**config.mk**
```make
export PLATFORM = sky130hd
export DESIGN_NAME = sram_arbiter
export DESIGN_NICKNAME = d
export VERILOG_FILES = /design/src/rtl/sram_arbiter_pkg.sv /design/src/rtl/sram_arbiter.sv
export SDC_FILE = /design/constraint.sdc
export NUM_CORES = 1
export LEC_CHECK = 0
export CORE_MARGIN = 4
export CORE_UTILIZATION = 48
export DETAILED_ROUTE_END_ITERATION = 8
export DONT_BUFFER_PORTS = 1
export GPL_ROUTABILITY_DRIVEN = 0
export HOLD_SLACK_MARGIN = 0.05
export MAX_ROUTING_LAYER = met4
export PLACE_DENSITY = 0.65
export SYNTH_ARGS = -nofsm -noshare
export SYNTH_HDL_FRONTEND = slang
export SYNTH_SLANG_ARGS = --single-unit
```
**constraint.sdc**
```tcl
create_clock -name clk24 -period 1.4 [get_ports clk24]
set_clock_uncertainty 0.1 [all_clocks]
set_input_delay 0.14 -clock clk24 [delete_from_list [all_inputs] [get_ports clk24]]
set_output_delay 0.14 -clock clk24 [all_outputs]
set_load 0.05 [all_outputs]
```
**src/rtl/sram_arbiter_pkg.sv**
```systemverilog
// Shared types and defaults for the SRAM arbiter: FSM states, slot kinds and
// the location of the power-on scandoubler config byte.
package sram_arbiter_pkg;

   localparam logic [20:0] CFG_ADDR_DEF = 21'h008FD5;
   localparam int          CFG_WAIT_DEF = 7;

   typedef enum logic [1:0] {
      ST_CFG_WAIT   = 2'd0,
      ST_CFG_SAMPLE = 2'd1,
      ST_RUN        = 2'd2
   } state_t;

   // Who owns the SRAM pins in the current clk24 cycle.
   typedef enum logic [1:0] {
      SLOT_CFG  = 2'd0,
      SLOT_SAM  = 2'd1,
      SLOT_HOST = 2'd2
   } slot_t;

endpackage

```
**src/rtl/sram_arbiter.sv**
```systemverilog
// Time-multiplexes one asynchronous SRAM between the machine (every phase-0
// cycle) and a 4-phase host port (phase-1 cycles), after reading a config byte.
module sram_arbiter
   import sram_arbiter_pkg::*;
#(
   parameter logic [20:0] CFG_ADDR = CFG_ADDR_DEF,
   parameter int          CFG_WAIT = CFG_WAIT_DEF
) (
   input  logic        clk24,
   input  logic        master_reset_n,
   input  logic [18:0] sam_addr,
   input  logic        sam_we_n,
   input  logic [7:0]  sam_dout,
   output logic [7:0]  sam_din,
   input  logic        host_req,
   input  logic        host_we,
   input  logic [20:0] host_addr,
   input  logic [7:0]  host_wdata,
   output logic        host_ack,
   output logic [7:0]  host_rdata,
   output logic [20:0] sram_addr,
   output logic        sram_we_n,
   output logic [7:0]  sram_data_o,
   output logic        sram_data_oe,
   input  logic [7:0]  sram_data_i,
   output logic [1:0]  cfg_data,
   output logic        cfg_valid
);

   localparam int CW = $clog2(CFG_WAIT + 2);

   state_t        state_q, state_d;
   logic [CW-1:0] cnt_q, cnt_d;
   logic          phase_q, phase_d;
   logic          pend_q, pend_d;
   logic          ack_q, ack_d;
   logic          cfg_valid_q, cfg_valid_d;
   logic [1:0]    cfg_q, cfg_d;
   logic [7:0]    sam_din_q, sam_din_d;
   logic [7:0]    host_rdata_q, host_rdata_d;
   slot_t         slot;

   // Phase 1 goes to the host only when a transaction is already pending.
   assign slot = (state_q != ST_RUN)     ? SLOT_CFG  :
                 (phase_q && pend_q)     ? SLOT_HOST : SLOT_SAM;

   always_ff @(posedge clk24) begin
      if (!master_reset_n) begin
         state_q      <= ST_CFG_WAIT;
         cnt_q        <= '0;
         phase_q      <= 1'b0;
         pend_q       <= 1'b0;
         ack_q        <= 1'b0;
         cfg_valid_q  <= 1'b0;
         cfg_q        <= 2'b00;
         sam_din_q    <= 8'h00;
         host_rdata_q <= 8'h00;
      end else begin
         state_q      <= state_d;
         cnt_q        <= cnt_d;
         phase_q      <= phase_d;
         pend_q       <= pend_d;
         ack_q        <= ack_d;
         cfg_valid_q  <= cfg_valid_d;
         cfg_q        <= cfg_d;
         sam_din_q    <= sam_din_d;
         host_rdata_q <= host_rdata_d;
      end
   end

   always_comb begin
      state_d      = state_q;
      cnt_d        = cnt_q;
      phase_d      = phase_q;
      pend_d       = pend_q;
      ack_d        = ack_q;
      cfg_valid_d  = cfg_valid_q;
      cfg_d        = cfg_q;
      sam_din_d    = sam_din_q;
      host_rdata_d = host_rdata_q;
      case (state_q)
         ST_CFG_WAIT: begin
            if (cnt_q == CW'(CFG_WAIT)) state_d = ST_CFG_SAMPLE;
            else                        cnt_d   = cnt_q + 1'b1;
         end
         ST_CFG_SAMPLE: begin
            cfg_d       = sram_data_i[1:0];
            cfg_valid_d = 1'b1;
            phase_d     = 1'b0;
            state_d     = ST_RUN;
         end
         ST_RUN: begin
            phase_d = ~phase_q;
            if (slot == SLOT_HOST) begin
               pend_d = 1'b0;
               ack_d  = 1'b1;
               if (!host_we) host_rdata_d = sram_data_i;
            end else if (sam_we_n) begin
               sam_din_d = sram_data_i;
            end
            // 4-phase handshake: ack drops once req is seen low, and nothing
            // new is accepted until both ack and pending are clear.
            if (ack_q && !host_req)                  ack_d  = 1'b0;
            else if (!ack_q && !pend_q && host_req)  pend_d = 1'b1;
         end
         default: state_d = ST_CFG_WAIT;
      endcase
   end

   always_comb begin
      sram_addr    = CFG_ADDR;
      sram_we_n    = 1'b1;
      sram_data_oe = 1'b0;
      sram_data_o  = 8'h00;
      case (slot)
         SLOT_SAM: begin
            sram_addr    = {2'b00, sam_addr};
            sram_we_n    = sam_we_n;
            sram_data_oe = ~sam_we_n;
            sram_data_o  = sam_dout;
         end
         SLOT_HOST: begin
            sram_addr    = host_addr;
            sram_we_n    = ~host_we;
            sram_data_oe = host_we;
            sram_data_o  = host_wdata;
         end
         default: ;
      endcase
   end

   assign sam_din    = sam_din_q;
   assign host_ack   = ack_q;
   assign host_rdata = host_rdata_q;
   assign cfg_data   = cfg_q;
   assign cfg_valid  = cfg_valid_q;

endmodule

```
==> run metrics <==
worst-case vdd ir drop 0.8113 mV; cells along the critical path inv_2, ha_4, and3_4, buf_6, a22o_2, buf_12; pwr/cell area 870.3 nW/um^2; R2R Path End host_rdata[5]$_SDFFE_PN0P_; vias in the first global route 1,571; Detailed Route WL 5.587 mm; # DRC 0; Initial Util 0.4979; Final period util 1.328; Core Util, Final 0.8554; DRT antenna net count 0; first-pass GRT wire length 7.645 mm; hold path depth 2; die span in y 64.05 um; critical path data required time 1.16 ns; Least-Margin Pin Slew 0.7049 ns; Net Count, Synth 246; max cap viols 0; clk sinks 28; core footprint 3028 um^2; Netlist Area Pre-Place 1508 um^2; status finished with violations; fin crit period 1.860 ns; DIE AREA 4102 um^2; worst path buffer plus inverter count 3; FMAX 537.7 MHz; worst skew pair latency 0.34 ns; Rel. slew slack 0.5301; Vias per Instance 5.919; slowest CP cell dfxtp_2; site row count 20; mean cell area of the mapped netlist 8.766 um^2; Hold WC Path Type in -> reg; CTS tree built; hold_ws 0.06525 ns; Final setup viols 50; vias 1,610; PortBufs 0; worst r2r src state_q[0]$_SDFFE_PN0P_; share of layout cells above drive strength 1 0.4825; Top delay family on crit path flip-flops; post-synthesis sequential area ratio 0.3718; critical path class reg -> out; setup TNS -16.81 ns; flops & latches, synth 28; Final Non-Filler Cells 272; failing checks negative setup slack; critical path startpoint state_q[0]$_SDFFE_PN0P_; maximum clock path buffer count 2; Die Wd 64.05 um; hold path start host_we; P&R area growth vs syn 71.78%; Critical Path Max Stage Delay 0.37 ns; total track usage 0.2395; RSZ-0062 raised after global routing yes; nets 303; flop2flop setup slack -0.37 ns; Inst Count DP 240; Inserted Clock Buffers 3; initial antenna violation count 0; CTS clock-pin slew for the worst setup and hold paths 0.16 ns; WL/cell 20.54 um; GRT Residual Overflow 0; crit end category output port; Root Buffer clkbuf_4; Worst R2R Path Depth 10; hpwl dp 3.538 mm; post-synth cell types 30; # diodes 0; FF/Latch Area 564.3 um^2; Arr. time, crit path 1.62 ns; fillcell total 163; Initial DRC Count 81; Fin. Hold Viols 0; worst setup slack after layout -0.4598 ns; multi-input logic area 1250 um^2; I/O pins 120; largest net degree at the start of global routing 37; worst-path fanout max 5; leak pwr 0.001061 uW; Initial DRT Pass Iterations 4; synthesized instance count 172; Hold EP host_rdata[7]$_SDFFE_PN0P_; Slew Viols, Final 0; H-tree depth 1; CP Launch Type flip-flop; synth warn 0
==> synthesized netlist by cell type (all sizes together) <==
cell,number,share of area
nor2,2,0.0050
ha,5,0.041
o21ai,10,0.033
a22o,17,0.099
o21a,2,0.010
mux2i,13,0.086
a32oi,1,0.0058
a21boi,3,0.022
a21oi,2,0.0066
nand4,1,0.0042
nor2b,3,0.012
and2,2,0.0083
nand2b,2,0.0083
inv,2,0.0050
nand3,9,0.030
nand3b,2,0.010
or3b,1,0.0058
o22a,10,0.058
buf,11,0.041
o221a,2,0.015
and3,1,0.0042
clkbuf,3,0.0075
nand2,39,0.10
dfxtp,28,0.37
and4b,1,0.0066
==> per-layer routing <==
metal  share of wire  GRT usage  routed length (um)
met2            0.56     0.4632                3129
met5               0          -                   0
met1            0.34     0.2424                1898
met3           0.076    0.04042                 427
met4           0.024    0.07008                 133
==> flip-flops by register name (all words and copies together), names as in the netlist <==
name / count
cfg_data: 2
cfg_valid: 1
cnt_q: 4
host_ack: 1
host_rdata: 8
pend_q: 1
phase_q: 1
sam_din: 8
state_q: 2
==> final cells by class <==
type / count / area share
timing repair buffer: 65 / 0.2551
inverter: 2 / 0.002899
sequential: 28 / 0.2179
multi-input combinational: 129 / 0.4826
tap: 44 / 0.02126
clock buffer: 3 / 0.008696
clock inverter: 1 / 0.01159
==> where the power goes <==
group,switching (uW),internal [uW]
Clock,257,290
Sequential,54.0,872
Combinational,423,358
==> through the flow <==
stage / worst slack [ns] / cell area, um^2 / power (uW)
floorplan: -0.2293 / 1755 / 1376
global placement: -0.08692 / 2074 / 1508
detailed placement: -0.1387 / 2074 / 1533
CTS: -0.4336 / 2442 / 2160
global route: -0.5253 / 2590 / 2363
finish: -0.4598 / 2590 / 2254
==> worst reg2reg max path, delay by kind of cell, from the launching register on <==
family | cells | cell delay, ns
buffers and inverters | 6 | 0.52
adders and majority gates | 1 | 0.15
and+or+nand+nor | 2 | 0.45
DFF | 1 | 0.36
AOI/OAI and AO/OA | 1 | 0.13
==> cell usage in the layout (no fill, tap or decap), drive strengths merged <==
| master | instances |
|---|---|
| buf | 46 |
| nand2 | 39 |
| dfxtp | 28 |
| dlygate4sd3 | 18 |
| a22o | 17 |
| mux2i | 13 |
| o22a | 10 |
| o21ai | 10 |
| nand3 | 9 |
| ha | 5 |
| clkbuf | 4 |
| nor2b | 3 |
| a21boi | 3 |
| and2 | 2 |
| nand3b | 2 |
| nand2b | 2 |
| o221a | 2 |
| and4b | 2 |
| nor2 | 2 |
| inv | 2 |
| o21a | 2 |
| a21oi | 2 |
| and3 | 1 |
| nand4 | 1 |
| or3b | 1 |
| a32oi | 1 |
| bufinv | 1 |
==> how the worst max path moves through the flow <==
stage / end / slack, ns / cells after the start
2_1_floorplan: sram_addr[14] / -0.23 / 6
3_3_place_gp: sram_addr[19] / -0.09 / 5
3_5_place_dp: sram_addr[20] / -0.14 / 5
4_1_cts: sram_data_o[7] / -0.43 / 6
5_1_grt: sram_addr[16] / -0.53 / 5
6_report: sram_data_o[7] / -0.46 / 6
==> logic make-up after synthesis <==
kind of cell | after synthesis | synth area share
AND/OR/NAND/NOR | 63 | 0.1967
AO/OA/AOI/OAI | 47 | 0.2498
flip-flops | 28 | 0.3718
buffers and inverters | 16 | 0.05394
multiplexers | 13 | 0.08630
adder cells (fa/ha/maj) | 5 | 0.04149
==> timing repair <==
item,in CTS,in global routing
cloned,0,1
endpoints found under the hold margin,28,0
hold buffers,20,0
pin swaps,10,12
endpoints found under the setup margin,50,59
resized for setup,17,27
setup buffers,1,6
Power figures use the tool's default switching activity.
==> RTL change (config.mk and constraints unchanged) <==
`sam_din_q` and `host_rdata_q` no longer have a reset.
--- a/src/rtl/sram_arbiter.sv
+++ b/src/rtl/sram_arbiter.sv
@@ -53,8 +53,6 @@
          ack_q        <= 1'b0;
          cfg_valid_q  <= 1'b0;
          cfg_q        <= 2'b00;
-         sam_din_q    <= 8'h00;
-         host_rdata_q <= 8'h00;
       end else begin
          state_q      <= state_d;
          cnt_q        <= cnt_d;
@@ -63,9 +61,12 @@
          ack_q        <= ack_d;
          cfg_valid_q  <= cfg_valid_d;
          cfg_q        <= cfg_d;
-         sam_din_q    <= sam_din_d;
-         host_rdata_q <= host_rdata_d;
       end
+   end
+
+   always_ff @(posedge clk24) begin
+      sam_din_q    <= sam_din_d;
+      host_rdata_q <= host_rdata_d;
    end
 
    always_comb begin
Check against the original RTL: no difference found for any inputs over 10 cycles, from zero or initial values and one cycle with master_reset_n low; that may be too few to reach the edited logic, so the function may still have changed.
==> RTL change against the original RTL <==
The run still ends with negative setup slack left; synthesized area shrank 8.8%; non-clock buffer count down 20; sequential cell count did not move; setup slack worse by 0.085 ns; design area fell by 9.4%; utilization decreased by 0.42 points; wire length is 8.4% lower; die area decreased by 7.7%; total power grew 3.0%; count of clock-buffer cells in the layout stayed put; largest cell class unchanged.
==> RTL change: results (changes against the original RTL) <==
stage,metric,value,unit,change
pwr,P_leak,0.879,nW,-17%
outcome,failing checks,negative setup slack,,
timing,setup_tns,-18.13,ns,-1.32 ns
final_layout,multi-input gates,79,,-39%
placement,dpl ws,-0.134,ns,+0.00443 ns
final_layout,Seq area share,30.9,%,+9.1 points
grt,vias in the first global route,1109,,-29%
synth,Mapped Avg Cell Area,11.7,sq um,+33%
worst_setup_path,Worst EP arrival,1.70,ns,+0.08 ns
final_layout,"Cell Count, Final, Fillers Out",191,,-30%
final_layout,fillcell total,137,,-16%
routing,DRT iter0 DRCs,73,,-9.9%
grt,initial antenna violation count,1,,+1
timing,hold_ws,0.127,ns,+0.0621 ns
worst_setup_path,R2R depth,8,,-2
final_layout,Signal inverters,3,,+1
outcome,status,"complete, but fails checks",,
grt,first-pass GRT wire length,5930,microns,-22%
timing,setup violation total in the final timing report,43,,-14%
synth,Commonest cells post-synth,"a22o_1, edfxtp_1, dfxtp_1, nand2_1, o22a_1",,
synth,Unique masters post-synth,32,,+6.7%
final_layout,Final Net Count,234,,-23%
placement,number of cells in the design after placement,162,,-33%
grt,GRT Total Usage,22.9,%,-1.0 points
final_layout,Layout non-clock buf frac,24.4,%,-1.1 points
synth,top post-synthesis cells by area,"edfxtp_1, dfxtp_1, a22o_1, o22a_1, ha_1",,
floorplanning,Core Box Area,2760,sq um,-8.9%
synth,Post-synth EDFFs,16,,+16
min_path,Worst Hold Launch,sam_we_n,,
synth,Synthesized Nets,192,,-22%
synth,Adder-Cell Fraction of Synth Area,4.55,%,+0.40 points
pwr,Peak supply drop,0.00126,V,+55%
timing,final setup margin,-0.545,ns,-0.0848 ns
-- RTL change: changes by cell type in the layout (fill, tap and decap cells not counted), moves of 3 or more --
cell,change
o21ai_2,-3
dlygate4sd3_1,-7
dfxtp_1,-17
edfxtp_1,+16
mux2i_1,-8
nand2_1,-27
o21ai_1,-4
nand3_2,-8
buf_4,-16
-- RTL change: repair_timing --
item | in CTS | in global routing
pin swaps | 8 | 12
hold endpoints to repair | 36 | 0
setup endpoints to repair | 42 | 52
hold buffers | 11 | 0
resized for setup | 20 | 19
gates cloned | 2 | 2
buffers inserted | 5 | 4
-- RTL change: per-layer routing --
layer  up-vias  track usage [%]  part of all wire (%)
li1        530                -                     -
met1       580             22.3                    33
met2        70             42.0                    56
met3        16             6.92                   6.7
met4         0             8.79                   4.3
met5         -                -                     0
-- RTL change: power by group --
group,switching [mW],internal (mW),leakage [nW]
combinational,0.408,0.388,0.608
sequential,0.0606,0.943,0.243
clock,0.233,0.290,0.0279
total,0.702,1.62,0.879
